<file path="src/rtl/sms_mapper.sv">
// Sega-style cartridge mapper: paging registers, CPU cycle decode, SDRAM req/ack sequencing
// with CPU wait-state generation and a single-entry read cache.
module sms_mapper #(
    parameter int                         SDRAM_ADDR_BITS = 24,
    parameter int                         ROM_PAGES_LOG2  = 5,
    parameter logic [SDRAM_ADDR_BITS-1:0] CART_RAM_BASE   = 24'h400000
) (
    input  logic                       clk,
    input  logic                       reset,
    input  logic                       cpu_en,
    input  logic [15:0]                cpu_addr,
    input  logic [7:0]                 cpu_dout,
    input  logic                       n_mreq,
    input  logic                       n_rd,
    input  logic                       n_wr,
    input  logic [7:0]                 mem_ctrl,
    input  logic                       loader_wr,
    input  logic [7:0]                 bios_data,
    input  logic [7:0]                 ram_data,
    output logic                       ram_we,
    output logic [12:0]                ram_addr,
    output logic                       sdram_req,
    output logic                       sdram_we,
    output logic [SDRAM_ADDR_BITS-1:0] sdram_addr,
    output logic [7:0]                 sdram_wdata,
    input  logic                       sdram_ack,
    input  logic [7:0]                 sdram_rdata,
    output logic                       wait_n,
    output logic [7:0]                 mem_din,
    output logic                       dbg_state
);
    // SDRAM handshake: sdram_req rises with addr/we/wdata and all four stay stable until the
    // one-clk sdram_ack pulse; req drops on the clk after ack, read data is valid with ack.
    typedef enum logic {ST_IDLE = 1'b0, ST_REQ = 1'b1} state_t;

    localparam logic [7:0] BANK_MASK = 8'((1 << ROM_PAGES_LOG2) - 1);

    state_t                     r_state;
    logic [7:0]                 r_ctrl, r_bank0, r_bank1, r_bank2;
    logic                       r_cyc_prev, r_done, r_req, r_we, r_ram_we, r_cache_valid;
    logic [SDRAM_ADDR_BITS-1:0] r_addr, r_cache_addr;
    logic [7:0]                 r_wdata, r_cache_data;

    logic                       w_rd_cyc, w_wr_cyc, w_new, w_is_ram, w_is_cram;
    logic                       w_cart_rd, w_cram_wr, w_hit, w_reg_wr, w_unused;
    logic [7:0]                 w_bank, w_bank_m;
    logic [SDRAM_ADDR_BITS-1:0] w_sd_addr;

    assign w_rd_cyc  = !n_mreq && !n_rd;
    assign w_wr_cyc  = !n_mreq && !n_wr;
    assign w_new     = cpu_en && (w_rd_cyc || w_wr_cyc) && !r_cyc_prev;
    assign w_is_ram  = (cpu_addr[15:14] == 2'b11);
    assign w_is_cram = (cpu_addr[15:14] == 2'b10) && r_ctrl[3];

    // The first 1KB always maps to ROM page 0 so the reset vectors survive bank switching.
    always_comb begin
        w_bank = r_bank2;
        if (cpu_addr[15:10] == 6'd0)
            w_bank = 8'd0;
        else if (cpu_addr[15:14] == 2'b00)
            w_bank = r_bank0;
        else if (cpu_addr[15:14] == 2'b01)
            w_bank = r_bank1;
    end

    assign w_bank_m  = w_bank & BANK_MASK;
    assign w_sd_addr = w_is_cram
                     ? CART_RAM_BASE + SDRAM_ADDR_BITS'({r_ctrl[2], cpu_addr[13:0]})
                     : SDRAM_ADDR_BITS'({w_bank_m, cpu_addr[13:0]});

    assign w_cart_rd = w_rd_cyc && !w_is_ram && mem_ctrl[3] && !mem_ctrl[6];
    assign w_cram_wr = w_wr_cyc && w_is_cram;
    assign w_hit     = r_cache_valid && (r_cache_addr == w_sd_addr);
    assign w_reg_wr  = w_new && w_wr_cyc && (cpu_addr[15:2] == 14'h3FFF);
    assign w_unused  = ^{mem_ctrl[7], mem_ctrl[5:4], mem_ctrl[2:0], r_ctrl[7:4], r_ctrl[1:0]};

    // r_done holds the CPU released once its SDRAM access has completed, even if a loader
    // write cleared the cache in the same clk; it clears when the bus cycle ends.
    assign wait_n = reset || !((w_cart_rd && !w_hit && !r_done) || (w_cram_wr && !r_done));

    always_comb begin
        mem_din = 8'hFF;
        if (w_rd_cyc) begin
            if (w_is_ram)
                mem_din = ram_data;
            else if (!mem_ctrl[3])
                mem_din = bios_data;
            else if (!mem_ctrl[6])
                mem_din = r_cache_data;
        end
    end

    always_ff @(posedge clk or posedge reset) begin
        if (reset) begin
            r_state       <= ST_IDLE;
            r_ctrl        <= 8'd0;
            r_bank0       <= 8'd0;
            r_bank1       <= 8'd1;
            r_bank2       <= 8'd2;
            r_cyc_prev    <= 1'b0;
            r_done        <= 1'b0;
            r_req         <= 1'b0;
            r_we          <= 1'b0;
            r_ram_we      <= 1'b0;
            r_cache_valid <= 1'b0;
            r_addr        <= '0;
            r_cache_addr  <= '0;
            r_wdata       <= 8'd0;
            r_cache_data  <= 8'd0;
        end else begin
            r_ram_we <= w_new && w_wr_cyc && w_is_ram;
            if (cpu_en)
                r_cyc_prev <= w_rd_cyc || w_wr_cyc;
            if (!(w_rd_cyc || w_wr_cyc))
                r_done <= 1'b0;
            if (w_reg_wr) begin
                case (cpu_addr[1:0])
                    2'd0: r_ctrl  <= cpu_dout;
                    2'd1: r_bank0 <= cpu_dout;
                    2'd2: r_bank1 <= cpu_dout;
                    default: r_bank2 <= cpu_dout;
                endcase
            end
            case (r_state)
                ST_IDLE: begin
                    if (w_new && ((w_cart_rd && !w_hit) || w_cram_wr)) begin
                        r_req   <= 1'b1;
                        r_we    <= w_wr_cyc;
                        r_addr  <= w_sd_addr;
                        r_wdata <= cpu_dout;
                        r_state <= ST_REQ;
                    end
                end
                default: begin
                    if (sdram_ack) begin
                        r_req   <= 1'b0;
                        r_done  <= 1'b1;
                        r_state <= ST_IDLE;
                        if (!r_we) begin
                            r_cache_addr  <= r_addr;
                            r_cache_data  <= sdram_rdata;
                            r_cache_valid <= 1'b1;
                        end else if (r_cache_addr == r_addr) begin
                            r_cache_data <= r_wdata;
                        end
                    end
                end
            endcase
            // Invalidation is last so it overrides a fill in the same clk.
            if (loader_wr || w_reg_wr)
                r_cache_valid <= 1'b0;
        end
    end

    assign ram_we      = r_ram_we;
    assign ram_addr    = cpu_addr[12:0];
    assign sdram_req   = r_req;
    assign sdram_we    = r_we;
    assign sdram_addr  = r_addr;
    assign sdram_wdata = r_wdata;
    assign dbg_state   = r_state;

endmodule

</file>
<file path="config.mk">
export PLATFORM = sky130hd
export DESIGN_NAME = sms_mapper
export DESIGN_NICKNAME = d
export VERILOG_FILES = /design/src/rtl/sms_mapper.sv
export SDC_FILE = /design/constraint.sdc
export NUM_CORES = 1
export LEC_CHECK = 0
export ABC_AREA = 0
export BUFFER_PORTS_ARGS = -buffer_cell sky130_fd_sc_hd__buf_4
export CORE_ASPECT_RATIO = 0.9
export CORE_MARGIN = 10
export CORE_UTILIZATION = 52
export CTS_CLUSTER_DIAMETER = 100
export DETAILED_ROUTE_END_ITERATION = 7
export HOLD_SLACK_MARGIN = 0.02
export PLACE_DENSITY = 0.76
export SETUP_SLACK_MARGIN = 0.02
export SYNTH_ARGS = -nofsm -noshare
export SYNTH_HDL_FRONTEND = slang
export SYNTH_SLANG_ARGS = --single-unit
</file>
<file path="constraint.sdc">
create_clock -name clk -period 3.85 [get_ports clk]
set_input_delay 0.77 -clock clk [delete_from_list [all_inputs] [get_ports clk]]
set_output_delay 0.77 -clock clk [all_outputs]
set_load 0.005 [all_outputs]
</file>
==> reports/summary.txt <==
Htree depth -> 3
# setup viols final -> 0
Peak VDD IR -> 0.269 mV
Slew headroom -> 24.9%
Seq. cell area -> 2000 µm²
Global route overflow -> 0
Maximum root-to-sink buffer count -> 2
Yosys warning count -> 0
Fin area -> 5250 µm²
Worst hold slack -> 478 ps
Sinks on Clock Net -> 80
CP Data Arrival Time -> 2920 ps
Largest net degree at the start of global routing -> 35
Multi-input gate area -> 2030 µm²
Share of synthesized area occupied by flip-flops and latches -> 47.1%
Drt via density -> 5.52
WL/cell -> 18.5 µm
# diodes -> 0
Dominant cells by area after synthesis -> dfrtp_1 46%, mux2_1 10%, mux2_2 5.6%, xor2_1 5.1%, buf_4 3.0%
Slew Limit Fails -> 0
Minimum clock period -> 3690 ps
Critical path cell sequence -> buf_4 -> nor4_2 -> o221ai_1 -> xor2_1 -> a2111oi_2 -> o221ai_2 -> a21oi_1 -> or3_1 -> buf_4
Cell class contributing the biggest share of worst-path delay -> compound AO/OA/AOI/OAI gates
Critical Path Source Type -> input port
Worst setup path endpoint -> wait_n
Crit-path most repeated cell -> buf_4
Setup slack, reg-to-reg -> 950 ps
Postcts setup bufs -> 0
Core area -> 7990 µm²
Post-cts repair resize count -> 0
Layout area overhead -> 23.5%
R2R Path End -> sdram_addr[1]
HPWL Detailed -> 8500 µm
DP Area -> 5050 µm²
CP max FO -> 5
CP max stage delay -> 500 ps
Die height -> 106 µm
Vias in the first global route -> 3441
Antenna-violating nets left -> 0
Worst path depth -> 9
Rows -> 31
Power per Cell Area -> 406 nW/µm²
Clk pin slew, worst setup/hold paths -> 90 ps
Initial DRC count -> 119
Ys async rst share -> 100%
Worst R2R Start -> r_bank1[2]
RePlAce Congestion -> 0.833
Num CTS Buffers -> 9
Fin crit share -> 95.9%
Share of cells above drive strength 1 -> 33.3%
Crit path from -> cpu_addr[10]
Worst min path class -> input port to async pin
P_leak -> 2.65 nW
Worst-Margin Slew -> 1120 ps
Max Fclk -> 271 MHz
Final WS setup -> 158 ps
# IOs -> 122
Port Buf Inserts -> 111
Fillers -> 623
CTS Hold Bufs -> 0
Seq cells post-synth -> 80
Global-route wire length before repair -> 17300 µm
Clock Tree Root -> clkbuf_8
DRT Pass-1 Iters -> 4
FF-to-FF path depth -> 8
Post-synth EDFFs -> 0
Post-synth top flop -> dfrtp_1
Die Footprint -> 12200 µm²
DR vias -> 3247
CTS tree -> yes
Worst path buffer plus inverter count -> 2
Clk Latency, worst-skew pair -> 350 ps
GRT Total Usage -> 17.6%
RSZ-0062 raised after global routing -> no
Count of final hold-check violations -> 0
Mapped Cells -> 386
Setup TNS -> 0 ps
Drt drc -> 0
Die W -> 115 µm
Nets -> 548
Pre-CTS setup slack -> 156 ps
Routed wire length -> 10900 µm
Setup Skew -> 12.2 ps
Synthesized cell area -> 4250 µm²
Crit Path Class -> input port to primary output
Yosys top cell by area -> dfrtp_1
Top cell type's share of synthesized area -> 45.9%
Status -> complete, no violations
Nature of the critical path endpoint -> primary output
Yosys cell types -> 50
Initial antenna violation count -> 0
Critical Path Slowest Stage Cell -> a2111oi_2
Starting Density -> 53.2%
Synth Area per Inst -> 11.0 µm²
Max Cap Viol -> 0
Data required, critical path -> 3080 ps
[sequential cells by signal, summed over array words and instances, names as in the netlist]
name and count:
sdram_we 1, r_bank0 5, sdram_req 1, sdram_wdata 8, ram_we 1, r_cache_addr 20, r_cache_valid 1, r_cache_data 8
r_bank1 5, r_cyc_prev 1, r_ctrl 2, r_bank2 5, dbg_state 1, sdram_addr 20, r_done 1
[synthesized netlist by cell type (3+ instances only)]
cell       n
nor2_1    30
mux2_1    39
nand3b_1   4
mux2_2    21
nand3_1    3
xnor2_1   14
nand2_1   21
o22ai_1    6
a21o_1     3
nor3_1     7
a21oi_1   22
o21a_1     3
buf_6      3
o21ai_0    6
clkbuf_1  10
inv_1      7
nor4_1     5
xor2_1    25
nand4_1    7
a211oi_1   9
mux2i_1   12
buf_4     17
dfrtp_1   78
[placed cells by master (no fill, tap or decap), types with 2 or more instances in the layout]
master and count:
xor2_1 25, conb_1 4, a21o_1 3, nor2_1 30, dfstp_2 2, nand3_1 3
mux2i_1 12, xnor2_1 14, clkinvlp_4 4, nand4_1 7, and3b_1 2, nor3_1 7
dfrtp_1 78, mux2_1 39, inv_1 6, a21oi_1 22, nand3b_1 4, nor4_1 5
nand2_1 21, or3_1 2, o21ai_0 6, buf_4 117, nor2b_1 2, o21a_1 3
and3_1 2, a211oi_1 9, mux2_2 21, clkbuf_8 11, o22ai_1 6
[final cells by class]
cell class / count / share of cell area, %
Tap cell: 99 / 2.36
Sequential cell: 80 / 38.2
Multi-Input combinational cell: 269 / 38.6
Clock buffer: 11 / 2.88
Inverter: 7 / 0.524
Timing Repair Buffer: 117 / 16.7
Clock inverter: 5 / 0.739
[worst min-delay path by stage]
stage	start	endpoint	slack, ps	depth (start not counted)
floorplan	r_done	r_done	440	2
global placement	r_done	r_done	460	2
CTS	reset	r_cache_addr[10]	490	2
global route	sdram_req	sdram_req	500	1
finish	reset	r_bank2[3]	480	2
detailed placement	sdram_req	sdram_req	470	1
[power by group]
group	total, W	switching [W]	internal, W	leakage [nW]
sequential	0.00107	0.000119	0.000950	1.07
clock	0.000590	0.000319	0.000271	0.0842
combinational	0.000474	0.000212	0.000262	1.50
total	0.00213	0.000650	0.00148	2.65
[layer usage]
layer / share of wire [%] / routed length [µm] / global-route usage, % / vias up
li1: - / - / - / 1558
met4: 1.2 / 132 / 4.24 / 0
met2: 49 / 5390 / 29.0 / 93
met5: 0 / 0 / 0 / -
met1: 43 / 4680 / 21.6 / 1584
met3: 6.3 / 682 / 6.07 / 12
[cell families (layout without fill, tap and decap cells)]
group                  count (synthesis)  in the layout  share of synthesized area [%]
AO/OA/AOI/OAI                         58             58                           8.74
XOR/XNOR                              39             39                           8.03
buffers and inverters                 40            140                           5.62
flip-flops                            80             80                           47.1
multiplexers                          73             73                           19.0
other                                  1              4                         0.0882
AND/OR/NAND/NOR                       95             95                           11.4
[stage by stage]
| step | utilization [%] | cells | power [W] |
|---|---|---|---|
| floorplan | - | 389 | 0.00131 |
| global placement | 63.3 | 572 | 0.00154 |
| detailed placement | 63.3 | 572 | 0.00156 |
| CTS | 65.6 | 588 | 0.00215 |
| global route | 65.7 | 588 | 0.00224 |
| finish | 65.7 | 588 | 0.00213 |
No activity file was read; power rests on OpenSTA's default activity.
